`src/rtl/router_pkg.sv`:
```
// Shared types and header helpers for the router 1x3 packet source.
package router_pkg;

    localparam int ADDR_W    = 2;
    localparam int LEN_W     = 6;
    localparam int DATA_W    = 8;
    localparam int BUF_DEPTH = 1 << LEN_W;

    typedef enum logic [2:0] {
        ST_IDLE,
        ST_LOAD,
        ST_HDR,
        ST_PLD,
        ST_PAR,
        ST_GAP
    } state_t;

    // Header byte as seen by the router: length in the upper bits, port in the lower two.
    function automatic logic [DATA_W-1:0] make_header(
        input logic [LEN_W-1:0]  len,
        input logic [ADDR_W-1:0] addr
    );
        return {len, addr};
    endfunction

endpackage

```
`src/rtl/router_pkt_buf.sv`:
```
// 64x8 payload buffer: synchronous write, combinational read.
module router_pkt_buf
    import router_pkg::*;
(
    input  logic              clk,
    input  logic              wr_en,
    input  logic [LEN_W-1:0]  wr_addr,
    input  logic [DATA_W-1:0] wr_data,
    input  logic [LEN_W-1:0]  rd_addr,
    output logic [DATA_W-1:0] rd_data
);

    logic [DATA_W-1:0] mem [BUF_DEPTH];

    always_ff @(posedge clk) begin
        if (wr_en) begin
            mem[wr_addr] <= wr_data;
        end
    end

    assign rd_data = mem[rd_addr];

endmodule

```
`src/rtl/router_pkt_tx.sv`:
```
// Router 1x3 input-port packet source: buffers a payload, then sends header, payload and parity.
// Optional macro ROUTER_PKT_TX_ERR_INJ_EN enables bit0 corruption of the parity byte via inject_err.
module router_pkt_tx
    import router_pkg::*;
#(
    parameter int GAP_CYCLES = 2,
    parameter int MAX_ADDR   = 2
) (
    input  logic              clk,
    input  logic              rst,
    input  logic              start,
    input  logic [ADDR_W-1:0] addr,
    input  logic [LEN_W-1:0]  len,
    output logic              ready,
    output logic              reject,
    input  logic [DATA_W-1:0] pl_data,
    input  logic              pl_valid,
    output logic              pl_ready,
    input  logic              busy,
    output logic              pkt_valid,
    output logic [DATA_W-1:0] data_out,
    input  logic              err_in,
    output logic              pkt_err,
    output logic              done,
    input  logic              inject_err
);

    localparam int                GAP_W    = (GAP_CYCLES > 1) ? $clog2(GAP_CYCLES) : 1;
    localparam logic [GAP_W-1:0]  GAP_LAST = GAP_W'(GAP_CYCLES - 1);
    localparam logic [ADDR_W-1:0] ADDR_MAX = ADDR_W'(MAX_ADDR);

    state_t              state_reg;
    logic [ADDR_W-1:0]   addr_reg;
    logic [LEN_W-1:0]    len_reg;
    logic [LEN_W-1:0]    load_cnt_reg;
    logic [LEN_W-1:0]    idx_reg;
    logic [GAP_W-1:0]    gap_cnt_reg;
    logic [DATA_W-1:0]   parity_reg;
    logic                ready_reg;
    logic                reject_reg;
    logic                pl_ready_reg;
    logic                pkt_valid_reg;
    logic [DATA_W-1:0]   data_out_reg;
    logic                pkt_err_reg;
    logic                done_reg;

    logic                start_bad;
    logic                buf_wr_en;
    logic [LEN_W-1:0]    buf_rd_addr;
    logic [DATA_W-1:0]   buf_rd_data;
    logic [DATA_W-1:0]   par_byte;

    assign start_bad = (len == '0) || (addr > ADDR_MAX);
    assign buf_wr_en = (state_reg == ST_LOAD) && pl_valid && pl_ready_reg;

    // Read one entry ahead so the next payload byte is ready when the current one transfers.
    assign buf_rd_addr = (state_reg == ST_HDR) ? '0 : idx_reg + LEN_W'(1);

    router_pkt_buf u_buf (
        .clk     (clk),
        .wr_en   (buf_wr_en),
        .wr_addr (load_cnt_reg),
        .wr_data (pl_data),
        .rd_addr (buf_rd_addr),
        .rd_data (buf_rd_data)
    );

`ifdef ROUTER_PKT_TX_ERR_INJ_EN
    logic inj_reg;

    always_ff @(posedge clk or posedge rst) begin
        if (rst) begin
            inj_reg <= 1'b0;
        end else if (state_reg == ST_IDLE && ready_reg && start && !start_bad) begin
            inj_reg <= inject_err;
        end
    end

    assign par_byte = parity_reg ^ {{(DATA_W-1){1'b0}}, inj_reg};
`else
    logic unused_inject_err;
    assign unused_inject_err = inject_err;
    assign par_byte          = parity_reg;
`endif

    always_ff @(posedge clk or posedge rst) begin
        if (rst) begin
            state_reg     <= ST_IDLE;
            addr_reg      <= '0;
            len_reg       <= '0;
            load_cnt_reg  <= '0;
            idx_reg       <= '0;
            gap_cnt_reg   <= '0;
            parity_reg    <= '0;
            ready_reg     <= 1'b0;
            reject_reg    <= 1'b0;
            pl_ready_reg  <= 1'b0;
            pkt_valid_reg <= 1'b0;
            data_out_reg  <= '0;
            pkt_err_reg   <= 1'b0;
            done_reg      <= 1'b0;
        end else begin
            done_reg   <= 1'b0;
            reject_reg <= 1'b0;
            case (state_reg)
                ST_IDLE: begin
                    ready_reg <= 1'b1;
                    if (start && ready_reg) begin
                        if (start_bad) begin
                            reject_reg <= 1'b1;
                        end else begin
                            addr_reg     <= addr;
                            len_reg      <= len;
                            pkt_err_reg  <= 1'b0;
                            parity_reg   <= make_header(len, addr);
                            load_cnt_reg <= '0;
                            idx_reg      <= '0;
                            ready_reg    <= 1'b0;
                            pl_ready_reg <= 1'b1;
                            state_reg    <= ST_LOAD;
                        end
                    end
                end
                ST_LOAD: begin
                    if (pl_valid && pl_ready_reg) begin
                        parity_reg   <= parity_reg ^ pl_data;
                        load_cnt_reg <= load_cnt_reg + LEN_W'(1);
                        if (load_cnt_reg == len_reg - LEN_W'(1)) begin
                            pl_ready_reg <= 1'b0;
                            state_reg    <= ST_HDR;
                        end
                    end
                end
                ST_HDR: begin
                    // First HDR cycle presents the header; it transfers on a later non-busy cycle.
                    if (!pkt_valid_reg) begin
                        pkt_valid_reg <= 1'b1;
                        data_out_reg  <= make_header(len_reg, addr_reg);
                    end else if (!busy) begin
                        data_out_reg <= buf_rd_data;
                        idx_reg      <= '0;
                        state_reg    <= ST_PLD;
                    end
                end
                ST_PLD: begin
                    if (!busy) begin
                        if (idx_reg == len_reg - LEN_W'(1)) begin
                            pkt_valid_reg <= 1'b0;
                            data_out_reg  <= par_byte;
                            state_reg     <= ST_PAR;
                        end else begin
                            idx_reg      <= idx_reg + LEN_W'(1);
                            data_out_reg <= buf_rd_data;
                        end
                    end
                end
                ST_PAR: begin
                    if (!busy) begin
                        data_out_reg <= '0;
                        gap_cnt_reg  <= '0;
                        state_reg    <= ST_GAP;
                    end
                end
                ST_GAP: begin
                    pkt_err_reg <= pkt_err_reg | err_in;
                    if (gap_cnt_reg == GAP_LAST) begin
                        done_reg  <= 1'b1;
                        ready_reg <= 1'b1;
                        state_reg <= ST_IDLE;
                    end else begin
                        gap_cnt_reg <= gap_cnt_reg + GAP_W'(1);
                    end
                end
                default: begin
                    state_reg <= ST_IDLE;
                end
            endcase
        end
    end

    assign ready     = ready_reg;
    assign reject    = reject_reg;
    assign pl_ready  = pl_ready_reg;
    assign pkt_valid = pkt_valid_reg;
    assign data_out  = data_out_reg;
    assign pkt_err   = pkt_err_reg;
    assign done      = done_reg;

endmodule

```
`config.mk`:
```
export PLATFORM = sky130hd
export DESIGN_NAME = router_pkt_tx
export DESIGN_NICKNAME = d
export VERILOG_FILES = /design/src/rtl/router_pkg.sv /design/src/rtl/router_pkt_buf.sv /design/src/rtl/router_pkt_tx.sv
export SDC_FILE = /design/constraint.sdc
export NUM_CORES = 1
export LEC_CHECK = 0
export ABC_CLOCK_PERIOD_IN_PS = 3650
export BUFFER_PORTS_ARGS = -buffer_cell sky130_fd_sc_hd__clkbuf_2
export CORE_MARGIN = 2
export CORE_UTILIZATION = 55
export DETAILED_ROUTE_END_ITERATION = 7
export PLACE_DENSITY = 0.72
export SLEW_MARGIN = 20
export SYNTH_ARGS = -nofsm -noshare
export SYNTH_HDL_FRONTEND = slang
export SYNTH_HIERARCHICAL = 1
export SYNTH_SLANG_ARGS = --single-unit
```
`constraint.sdc`:
```
create_clock -name clk -period 3.65 [get_ports clk]
set_input_delay 0.365 -clock clk [delete_from_list [all_inputs] [get_ports clk]]
set_output_delay 0.365 -clock clk [all_outputs]
set_load 0.005 [all_outputs]
```
Word level (Yosys, flattened, before mapping)
Memories as Yosys holds them, arrays and structs flattened.
Cells that the tools add are included.

storage, ports and cells
  register bits = 46
  bits in writable memories = 512
  input bits = 23
  output and inout bits = 14
  word-level logic and storage cells = 120
  memories kept = 1

memory list
  memory     depth  bits a word  read ports  clocked after memory_dff  write ports  RTL line              source
  u_buf.mem  64     8            1           0                         1            router_pkt_buf.sv:13  logic [DATA_W-1:0] mem [BUF_DEPTH];

operators by class
  add/subtract/negate cells = 4
  magnitude comparators = 1
  eq/ne operators = 19
  muxes and demuxes = 55
  bitwise logic cells = 3
  reduce and logical (&&, ||, !) cells = 23

operators with widths
  kind                 number
  $mux 8               8
  $mux 6               8
  $mux 3               10
  $pmux 8 s3           1
  $mux 1               19
  $ne 2x2->1 const B   9
  $pmux 3 s6           1
  $pmux 6 s3           1
  $pmux 8 s2           1
  $add 6x1->6 const B  2
  $eq 6x6->1           2
  $pmux 6 s2           1
  $pmux 1 s2           5
  $reduce_and 10->1    1
  $reduce_and 3->1     3
  $reduce_and 4->1     2
  $reduce_bool 2->1    4
  $xor 8x8->8          1
  $reduce_and 7->1     1
  $eq 3x2->1 const B   2
  $eq 3x3->1 const B   2
  $logic_not 6->1      1
  $reduce_bool 3->1    2
  $sub 6x1->6 const B  1
  other kinds (12)     17

Longest topological paths before layout
Gate-level depths: netlist of run 1.
An unclocked memory read counts as a cell.

  depth in word-level cells = 6
  depth in mapped cells = 18
  depth with buffers taken out = 13

Modules after synthesis
The synthesis of run 1 kept the hierarchy.

by module, submodules not included
  module          instances  cells each  area each (um^2)  seq. area each (um^2)
  router_pkt_buf  1          932         20006.7           15374.7
  router_pkt_tx   1          307         2781.4            1151.1

Worst setup path after synthesis of run 1
No wires, ideal clock.

  kind = reg2reg
  start = register state_reg[2]
  end = register data_out_reg[5], in the netlist data_out[5]
  setup time = 0.134 ns
  data arrival time = 3.137 ns
  data required time = 3.516 ns
  setup slack = 0.379 ns
  cell stages (with the launch flop) = 17
  path buffers = 5
  clock period less this slack = 3.271 ns
  path through = dfrtp_1 -> buf_2 -> nor2b_1 -> buf_2 -> nor2b_1 -> nor2b_1 -> buf_4 -> buf_2 -> buf_2 -> mux4_2 -> mux4_2 -> o21ai_1 -> o41ai_1 -> mux2i_1 -> nor3_1 -> a21oi_1 -> o21ai_0

between the ends
  word-level cells in the longest chain between the ends = 6
  elaborated cells between the ends (all ways) = 15
  classes of those cells = eq/ne (6); mux (6); reduce/logical (2); memory (1)

RTL lines
  item                              RTL line                                    source
  start, declared                   router_pkt_tx.sv:32                         state_t state_reg;
  start signal, assigned            router_pkt_tx.sv:88                         state_reg <= ST_IDLE;
  start signal, assigned            router_pkt_tx.sv:120                        state_reg <= ST_LOAD;
  start signal, assigned            router_pkt_tx.sv:130                        state_reg <= ST_HDR;
  $eq 3x2->1 *                      router_pkt_tx.sv:57                         assign buf_rd_addr = (state_reg == ST_HDR) ? '0 : idx_reg + LEN_W'(1);
  $mux 6 *                          router_pkt_tx.sv:57
  net buf_rd_addr[1]                router_pkt_tx.sv:49                         logic [LEN_W-1:0] buf_rd_addr;
  $mem_v2 64x8 *                    -
  net buf_rd_data[5]                router_pkt_tx.sv:50                         logic [DATA_W-1:0] buf_rd_data;
  $mux 8, on equally long branches  router_pkt_tx.sv:147, router_pkt_tx.sv:139
  $mux 8, on equally long branches  router_pkt_tx.sv:146, router_pkt_tx.sv:136
  $pmux 8 s3 *                      router_pkt_tx.sv:105                        case (state_reg)
  end signal, assigned              router_pkt_tx.sv:140                        data_out_reg <= buf_rd_data;
  end signal, assigned              router_pkt_tx.sv:149                        data_out_reg <= par_byte;
  end signal, assigned              router_pkt_tx.sv:153                        data_out_reg <= buf_rd_data;
  end, declared                     router_pkt_tx.sv:43                         logic [DATA_W-1:0] data_out_reg;

The timed path passes the listed nets; every way through them passes the cells marked *. The select of a mux whose other input is x is not followed.
A chain may end at the register's enable or synchronous reset.

Final worst setup path of run 1
  start = register state_reg[1]
  end = register data_out_reg[0], in the netlist data_out[0]

The elaborated chain is that of the path after synthesis.

==> results of run 1 <==
==> kinds of logic (layout without fill, tap and decap cells) <==
group	Yosys count	count (layout)	share of synthesized area (%)
flip-flops	558	558	72.5
AND/OR/NAND/NOR	270	270	5.62
multiplexers	180	180	14.9
AO/OA/AOI/OAI	127	127	3.89
buffers and inverters	77	262	1.93
XOR/XNOR	24	24	0.983
adder cells (fa/ha/maj)	3	3	0.165
==> layer usage <==
layer | GRT usage [%] | up-vias | wire length (um)
li1 | - | 5291 | -
met1 | 34.8 | 6361 | 21200
met2 | 37.9 | 554 | 24600
met3 | 4.22 | 86 | 4250
met4 | 8.00 | 0 | 1570
met5 | 0 | - | 0
==> path summary, 6_finish.rpt <==
path | depth (start not counted) | slack, ns | endpoint
max | 14 | 0.11 | data_out[0]$_DFFE_PP0P_
min | 3 | 0.03 | len_reg[2]$_DFFE_PP0P_
max reg2reg | 14 | 0.11 | data_out[0]$_DFFE_PP0P_
min reg2reg | 2 | 0.49 | addr_reg[0]$_DFFE_PP0P_
max in group asynchronous | 3 | 2.71 | data_out[7]$_DFFE_PP0P_
min in group asynchronous | 3 | 0.43 | idx_reg[5]$_DFFE_PP0P_
==> layout make-up <==
cell class | instances | area share (%)
inverter | 8 | 0.120
timing repair buffer | 154 | 4.71
clock buffer | 69 | 5.56
clock inverter | 31 | 1.08
tap | 532 | 2.56
multi-input combinational | 604 | 22.5
sequential | 558 | 63.5
==> synth_stat cells (12+ instances only) <==
cell type,n
a211oi_1,12
a21oi_1,21
buf_2,20
buf_4,14
clkbuf_1,23
dfrtp_1,46
edfxtp_1,512
mux2_2,13
mux2i_1,41
mux4_2,126
nand2_1,57
nand3_1,27
nor2_1,102
nor2b_1,18
nor3_1,19
o21ai_0,27
xnor2_1,16
==> worst max-delay path: stages (launching register included) <==
cell	delay [ns]
dfrtp_1	0.37
nor2b_1	0.15
nor2b_2	0.19
nor2_4	0.15
buf_4	0.18
clkbuf_16	0.25
mux4_2	0.54
mux4_2	0.51
nor2_1	0.23
nor3_1	0.09
o2bb2ai_1	0.23
mux2i_1	0.20
nor3_1	0.06
a21oi_1	0.15
o21ai_0	0.09
==> repair_timing <==
action / 4_1_cts / 5_1_grt
hold endpoints to repair: 0 / 46
setup buffers: 0 / 1
endpoints found under the setup margin: 0 / 5
hold buffers: 0 / 1
gates resized for setup: 0 / 2
==> metrics by stage <==
| step | setup slack [ns] | cell area [um2] | TNS, ns |
|---|---|---|---|
| after floorplan | 0.379 | 22800 | 0 |
| after global placement | 0.194 | 24200 | 0 |
| after detailed placement | 0.141 | 24200 | 0 |
| after CTS | 0.104 | 26000 | 0 |
| after global routing | -0.00241 | 26000 | -0.00241 |
| final | 0.108 | 26000 | 0 |
==> power by group <==
part / switching, mW / total (mW) / internal (mW)
registers: 0.00310 / 6.98 / 6.98
clock network: 2.32 / 5.47 / 3.15
logic: 0.123 / 0.145 / 0.0227
total: 2.44 / 12.6 / 10.2
==> run_results.csv, run 1 <==
group,metric,value,unit
power_and_ir_drop,p_leak,8.72,nW
routing,via_per_inst,6.28,
timing,slew_violations,0,
worst_setup_path,arrival,3.99,ns
timing,hold_violations,0,
run,cap_violations,0,
worst_setup_path,path_class,"reg2reg",
clock_network,clockBufferDepth,3,
grt,grt.overflow.total,0,
floorplanning,rows,74,
finish,fin_util,63.8,%
grt,grt_pass1_wl,77.3,mm
floorplanning,dieHeight,208,um
yosys,synth_seq_cells,558,
timing,max_clock_freq,0.282,GHz
yosys,syn_inst,1239,
place,gp_congestion,0.813,
routing,vias,12300,
yosys,synth-edff-count,512,
timing,whs,0.0295,ns
grt,antenna_found_initial,1,
clock_network,cts_sinks,558,
finish,diodes,0,
finish,multi_input_area,5860,um2
yosys,synth_nets,1265,
clock_network,clkTransAtPathRegs,0.06,ns
floorplanning,io_pins,37,
routing,wl_per_cell,26.4,um
worst_setup_path,reg2reg_from,"state_reg[1]$_DFFE_PP0P_",
grt,grt_pass1_vias,12200,
clock_network,worstSkewPairLatency,0.59,ns
routing,drtIter0Drc,1617,
clock_network,clock_tree.root_cell,"clkbuf_16",
timing,worst_pin_slew,0.910,ns
finish,areaGrowthSynthToFinish,14.3,%
worst_setup_path,critPathCaptureType,"register",
yosys,synth_top_area_cell,"edfxtp_1",
yosys,yosysUniqueCellTypes,62,
yosys,synth_area_leaders,"edfxtp_1 (67%), mux4_2 (12%), dfrtp_1 (5.1%)",
worst_setup_path,cp.required,4.10,ns
yosys,ys_seq_area_share,72.5,%
timing,finalSetupViolations,0,
floorplanning,die_area,43100,um2
finish,drive_gt1_share,26.8,%
worst_setup_path,worstPathMaxFanout,18,
grt,grt.total_usage,24.1,%
place,io_buffers,35,
place,hpwl,32.5,mm
clock_network,cts_tree,"done",
finish,mostFrequentLayoutCell,"edfxtp_1",
clock_network,cts_buffers,54,
routing,ant_nets,0,
floorplanning,initial_core_util,55.8,%
yosys,netlist_area,22800,um2
hold_path,holdCritPathClass,"in2reg",
power_and_ir_drop,p_total,12.6,mW
grt,grt_max_degree,48,
finish,finalNonFillerCells,1956,
yosys,syn_avg_cell_area,18.4,um2
yosys,yosys_warnings,6,
routing,drcViolationCount,0,
yosys,yosys.area.top_type_share,67.5,%
floorplanning,die_w,208,um
timing,period_minus_slack,3.54,ns
finish,final_cell_mix,"edfxtp_1 (512), mux4_2 (126), buf_4 (106), nor2_1 (98), nand2_1 (57)",
status,status,"complete, no violations",
floorplanning,design.core.area,40800,um2
finish,area.sequential,16500,um2
yosys,synthArstFlopShare,8.24,%
timing,maxSlewHeadroom,39.3,%
finish,n_fill_cell,2763,
clock_network,htree_levels,2,
timing,skew,0.0183,ns
power_and_ir_drop,ir_drop,0.307,mV
hold_path,hold_start,"len[2]",
worst_setup_path,startpoint_type,"register",
finish,nNetsFinal,1406,
finish,largest_register_ffs,512,
timing,period_share,97.0,%
power_and_ir_drop,power.density,484,nW/um2
routing,drt-total-wl,51.6,mm
worst_setup_path,crit_start,"state_reg[1]$_DFFE_PP0P_",
yosys,synth-main-ff-cell,"edfxtp_1",
routing,first_pass_iters,5,
place,placed_cells,1852,
No activity file was read; power rests on OpenSTA's default activity.
==> inputs of run 2 (changes only) <==
PLACE_DENSITY = unset   (was 0.72)
PLACE_DENSITY_LB_ADDON = 0.1   (was unset)
==> run_results.csv, run 2 (synthesized netlist as in run 1, its figures left out) <==
group,metric,value,unit
timing,hold_violations,0,
power_and_ir_drop,p_leak,8.84,nW
worst_setup_path,path_common_cell,"buf_12",
finish,mostFrequentLayoutCell,"edfxtp_1",
grt,antenna_found_initial,0,
worst_setup_path,crit_chain,"nor2b_1 -> nor2b_2 -> buf_4 -> nor2b_4 -> buf_12 -> buf_12 -> mux4_2 -> a2111oi_0 -> o41ai_2 -> mux2i_1 -> nor3_1 -> a21oi_1 -> o21ai_0",
routing,top_layer,"met4",
power_and_ir_drop,p_sw,2.49,mW
finish,nNetsFinal,1434,
timing,slew_violations,0,
timing,skew,0.0322,ns
finish,fin_util,64.4,%
worst_setup_path,cp.required,4.12,ns
clock_network,cts_buffers,56,
routing,via_per_inst,6.19,
power_and_ir_drop,p_total,12.5,mW
timing,maxSlewHeadroom,31.1,%
place,gp_congestion,0.846,
worst_setup_path,arrival,4.04,ns
power_and_ir_drop,clkPwrFrac,43.1,%
clock_network,htree_levels,2,
clock_network,clkTransAtPathRegs,0.07,ns
timing,period_share,97.7,%
place,placed_cells,1869,
routing,drcViolationCount,0,
floorplanning,design.core.area,40800,um2
finish,final_cell_mix,"edfxtp_1 (512), mux4_2 (126), buf_4 (125), nor2_1 (98)",
power_and_ir_drop,power.density,477,nW/um2
status,status,"complete, no violations",
floorplanning,dieHeight,208,um
timing,max_clock_freq,0.280,GHz
floorplanning,die_area,43100,um2
routing,drt-total-wl,52.2,mm
hold_path,holdCritPathClass,"in2reg",
finish,areaGrowthSynthToFinish,15.3,%
place,hpwl,33.9,mm
routing,dr_wl_met2,25.5,mm
clock_network,cts_tree,"done",
timing,worst_pin_slew,1.01,ns
power_and_ir_drop,p_int,10.0,mW
routing,met3_length,3.57,mm
worst_setup_path,path_class,"reg2reg",
floorplanning,die_w,208,um
routing,drtIter0Drc,1338,
finish,drive_gt1_share,27.9,%
finish,largest_register_ffs,512,
routing,ant_nets,0,
grt,grt.overflow.total,0,
place,io_buffers,35,
power_and_ir_drop,ir_drop,0.430,mV
run,cap_violations,0,
hold_path,holdPathStages,1,
worst_setup_path,crit_path_top_delay_cell,"a2111oi_0",
worst_setup_path,rr_worst_depth,13,
timing,period_minus_slack,3.57,ns
grt,grt.total_usage,24.7,%
floorplanning,io_pins,37,
grt,grt_max_degree,64,
clock_network,worstSkewPairLatency,0.62,ns
power_and_ir_drop,p_seq_share,55.7,%
timing,finalSetupViolations,0,
grt,grt_pass1_vias,12300,
power_and_ir_drop,swShare,19.9,%
routing,wl_per_cell,26.3,um
worst_setup_path,critical_path.max_stage_delay,0.91,ns
timing,whs,0.0311,ns
clock_network,cts_sinks,558,
worst_setup_path,critPathCaptureType,"register",
worst_setup_path,startpoint_type,"register",
routing,vias,12300,
clock_network,clock_tree.root_cell,"clkbuf_16",
clock_network,clockBufferDepth,3,
worst_setup_path,worstPathMaxFanout,24,
power_and_ir_drop,combPwrFrac,1.2,%
grt,grt_pass1_wl,78.4,mm
routing,wl_met1,21.5,mm
floorplanning,rows,74,
routing,first_pass_iters,5,
floorplanning,initial_core_util,55.8,%
finish,finalNonFillerCells,1985,
-- run 2: cell types whose count changed in the layout (fill, tap and decap cells not counted), sizes merged --
cell,change
diode,+1
clkbuf,-2
bufinv,-2
dlygate4sd3,+7
clkinv,+1
inv,+1
clkinvlp,+1
buf,+22
-- run 2: critical path, delay by kind of cell, from the launching register on --
family	cells	cell delay [ns]
compound gates	4	1.39
buf+inv	3	0.58
simple gates	4	0.54
mux	2	0.49
flops	1	0.37
-- run 2: area by class of cell --
cell class              instances  area, um2
inverters                       8       31.3
fillers                      2812      14500
diodes                          1       2.50
multi-input cells             604       5900
clock inverters                32        250
well taps                     532        666
clock buffers                  70       1450
repair buffers                180       1460
flip-flops and latches        558      16500
-- run 2: path summary, 6_finish.rpt --
kind | from | to | slack (ns)
worst min-delay path | pl_data[7] | u_buf/mem[52][7]$_DFFE_PP_ | 0.03
worst max register to register | state_reg[1]$_DFFE_PP0P_ | data_out[3]$_DFFE_PP0P_ | 0.08
worst min register to register | addr_reg[0]$_DFFE_PP0P_ | addr_reg[0]$_DFFE_PP0P_ | 0.50
max in group asynchronous | rst | data_out[0]$_DFFE_PP0P_ | 2.71
min in group asynchronous | rst | gap_cnt_reg$_DFFE_PP0P_ | 0.42
worst max-delay path | state_reg[1]$_DFFE_PP0P_ | data_out[3]$_DFFE_PP0P_ | 0.08
-- run 2: power groups by stage --
| stage | Combinational [mW] | Clock [mW] | Sequential [mW] |
|---|---|---|---|
| 2_1_floorplan | 0.0132 | 0 | 7.12 |
| 3_3_place_gp | 0.141 | 0 | 7.12 |
| 3_5_place_dp | 0.148 | 0 | 7.12 |
| 4_1_cts | 0.154 | 5.49 | 6.99 |
| 5_1_grt | 0.168 | 5.74 | 6.98 |
| 6_report | 0.151 | 5.40 | 6.99 |
-- run 2: layer usage --
metal / up-vias / track usage [%]
li1: 5346 / -
met1: 6394 / 35.0
met2: 450 / 39.5
met3: 92 / 4.52
met4: 0 / 8.37
met5: - / 0
-- run 2: metrics by stage --
step | worst slack (ns) | setup TNS [ns] | instance area, um2
floorplan | 0.379 | 0 | 22800
global placement | 0.00700 | 0 | 24400
detailed placement | -0.0498 | -0.0566 | 24400
CTS | 0.0357 | 0 | 26200
global route | -0.00905 | -0.00905 | 26300
finish | 0.0846 | 0 | 26300
-- run 2: timing repair --
| item | CTS | global route |
|---|---|---|
| setup endpoints to repair | 3 | 8 |
| buffers inserted | 3 | 2 |
| gates resized for setup | 0 | 10 |
| pin swaps | 1 | 1 |
| hold buffers | 8 | 0 |
| endpoints found under the hold margin | 46 | 0 |
==> inputs of run 3 (changes only) <==
ABC_AREA = 1   (was unset)
==> run_results.csv, run 3 <==
group,metric,value,unit
run,cap_violations,0,
clock_network,worstSkewPairLatency,0.61,ns
clock_network,ctsResizeCount,0,
place,gp_congestion,0.861,
power_and_ir_drop,p_leak,10.2,nW
clock_network,clock_tree.root_cell,"clkbuf_16",
yosys,syn_inst,2230,
power_and_ir_drop,p_int,12.3,mW
yosys,yosys_warnings,6,
timing,finalSetupViolations,0,
power_and_ir_drop,p_seq_share,38.8,%
yosys,yosysUniqueCellTypes,37,
routing,drt-total-wl,60.4,mm
worst_setup_path,critPathCaptureType,"register",
worst_setup_path,cp.required,4.19,ns
status,status,"complete, no violations",
worst_setup_path,startpoint_type,"register",
worst_setup_path,path_class,"reg2reg",
finish,areaGrowthSynthToFinish,11.7,%
timing,skew,0.0142,ns
place,hpwl,36.8,mm
timing,period_share,90.0,%
routing,first_pass_iters,5,
finish,final_cell_mix,"nand2_1 (748), edfxtp_1 (512), nand3_1 (490), nor2_1 (112), buf_4 (102)",
timing,grt_setup_unrepaired,"false",
timing,slew_violations,0,
grt,grt.overflow.total,0,
yosys,synthArstFlopShare,8.24,%
power_and_ir_drop,swShare,36.4,%
finish,diodes,0,
power_and_ir_drop,clkPwrFrac,28.6,%
floorplanning,io_pins,37,
routing,via_per_inst,5.66,
clock_network,htree_levels,2,
yosys,yosys.area.top_type_share,63.5,%
yosys,synth_area_leaders,"edfxtp_1 (63%), nand2_1 (12%), nand3_1 (10%)",
grt,grt_max_degree,98,
yosys,synth_nets,2256,
timing,tns,0,ns
grt,grt.total_usage,27.3,%
clock_network,cts_buffers,55,
clock_network,clkTransAtPathRegs,0.06,ns
place,io_buffers,35,
routing,ant_nets,0,
finish,fin_area,27100,um2
yosys,synth_top_area_cell,"edfxtp_1",
worst_setup_path,worstPathMaxFanout,73,
timing,maxSlewHeadroom,30.8,%
timing,max_clock_freq,0.305,GHz
grt,grt_pass1_vias,15900,
yosys,ys_seq_area_share,68.2,%
clock_network,clockBufferDepth,3,
yosys,synth_seq_cells,558,
power_and_ir_drop,p_sw,7.04,mW
power_and_ir_drop,power.density,715,nW/um2
floorplanning,rows,76,
timing,worst_pin_slew,1.04,ns
power_and_ir_drop,combPwrFrac,32.6,%
yosys,synth_common_cells,"nand2_1 (748), edfxtp_1 (512), nand3_1 (490)",
routing,drtIter0Drc,2023,
yosys,synthMostInstantiatedCell,"nand2_1",
timing,hold_violations,0,
clock_network,cts_tree,"done",
yosys,synth-edff-count,512,
floorplanning,initial_core_util,56.0,%
floorplanning,dieHeight,214,um
floorplanning,die_area,45700,um2
routing,wl_per_cell,20.5,um
clock_network,post_cts_buffers,0,
finish,mostFrequentLayoutCell,"nand2_1",
floorplanning,die_w,214,um
worst_setup_path,arrival,3.82,ns
finish,nNetsFinal,2343,
yosys,netlist_area,24200,um2
finish,largest_register_ffs,512,
routing,drcViolationCount,0,
timing,period_minus_slack,3.28,ns
yosys,syn_avg_cell_area,10.9,um2
clock_network,cts_sinks,558,
grt,antenna_found_initial,1,
grt,grt_pass1_wl,92.8,mm
yosys,synth-main-ff-cell,"edfxtp_1",
power_and_ir_drop,ir_drop,0.590,mV
hold_path,holdCritPathClass,"in2reg",
floorplanning,design.core.area,43300,um2
finish,drive_gt1_share,11.3,%
place,place_area,25300,um2
routing,vias,16700,
[run 3: kinds of logic after synthesis]
| group | count (synthesis) | synth area share (%) |
|---|---|---|
| AOI/OAI and AO/OA | 59 | 1.45 |
| and+or+nand+nor | 1411 | 25.3 |
| buffers and inverters | 194 | 4.73 |
| adders and majority gates | 3 | 0.155 |
| xor gates and xnor gates | 5 | 0.181 |
| DFF | 558 | 68.2 |
[run 3: worst max-delay path, cell delays in order, from the launching register on]
cell	delay, ns
dfrtp_1	0.46
nor2_2	0.28
nand2_2	0.17
nand2_1	0.17
inv_6	0.08
inv_6	0.11
buf_12	0.31
nand2_1	0.08
nand3_1	0.08
nand3_1	0.09
nand2_1	0.17
nand2_1	0.08
nand3_1	0.11
nand3_1	0.16
nand2_1	0.22
inv_1	0.10
a211oi_1	0.28
nor2_1	0.08
a21oi_1	0.15
[run 3: worst paths after layout]
check,end,startpoint,slack (ns),cells past startpoint
worst max-delay path,data_out[3]$_DFFE_PP0P_,state_reg[2]$_DFFE_PP0P_,0.37,18
worst min-delay path,addr_reg[0]$_DFFE_PP0P_,addr[0],0.02,3
worst max register to register,data_out[3]$_DFFE_PP0P_,state_reg[2]$_DFFE_PP0P_,0.37,18
worst min register to register,addr_reg[0]$_DFFE_PP0P_,addr_reg[0]$_DFFE_PP0P_,0.49,2
max in group asynchronous,idx_reg[1]$_DFFE_PP0P_,rst,2.71,3
min in group asynchronous,done$_DFF_PP0_,rst,0.43,3
[run 3: power groups by stage]
stage	logic (mW)	registers (mW)	clock network, mW
after floorplan	4.86	7.52	0
after CTS	6.27	7.50	5.61
after global routing	7.06	7.53	5.84
after detailed placement	6.24	7.62	0
final	6.32	7.50	5.53
after global placement	6.14	7.61	0
[run 3: timing repair]
item	in CTS	in global routing
hold buffers	2	0
setup endpoints to repair	0	0
hold endpoints to repair	34	0
[run 3: cell type report]
type	count	area [um2]
inverters	74	308
well taps	585	732
fillers	3479	16200
clock buffers	74	1500
flip-flops and latches	558	16500
repair buffers	150	1180
multi-input cells	1478	6570
clock inverters	24	245
[run 3: metal layers]
metal,track usage (%),vias up,part of all wire [%]
met1,39.0,8124,43
met2,44.2,543,48
li1,-,7904,-
met5,0,-,0
met3,3.60,84,6.5
met4,8.14,0,2.3
[run 3: through the flow]
step                      hold slack, ns  power [mW]  instances  setup slack, ns  utilization (%)
after floorplan                    0.450        12.4       2230            0.938                -
after global placement             0.465        13.7       2843            0.469             58.5
after detailed placement           0.478        13.9       2843            0.464             58.5
after CTS                        0.00283        19.4       2943            0.454             62.5
after global routing              0.0240        20.4       2943            0.148             62.5
final                             0.0210        19.4       2943            0.366             62.5
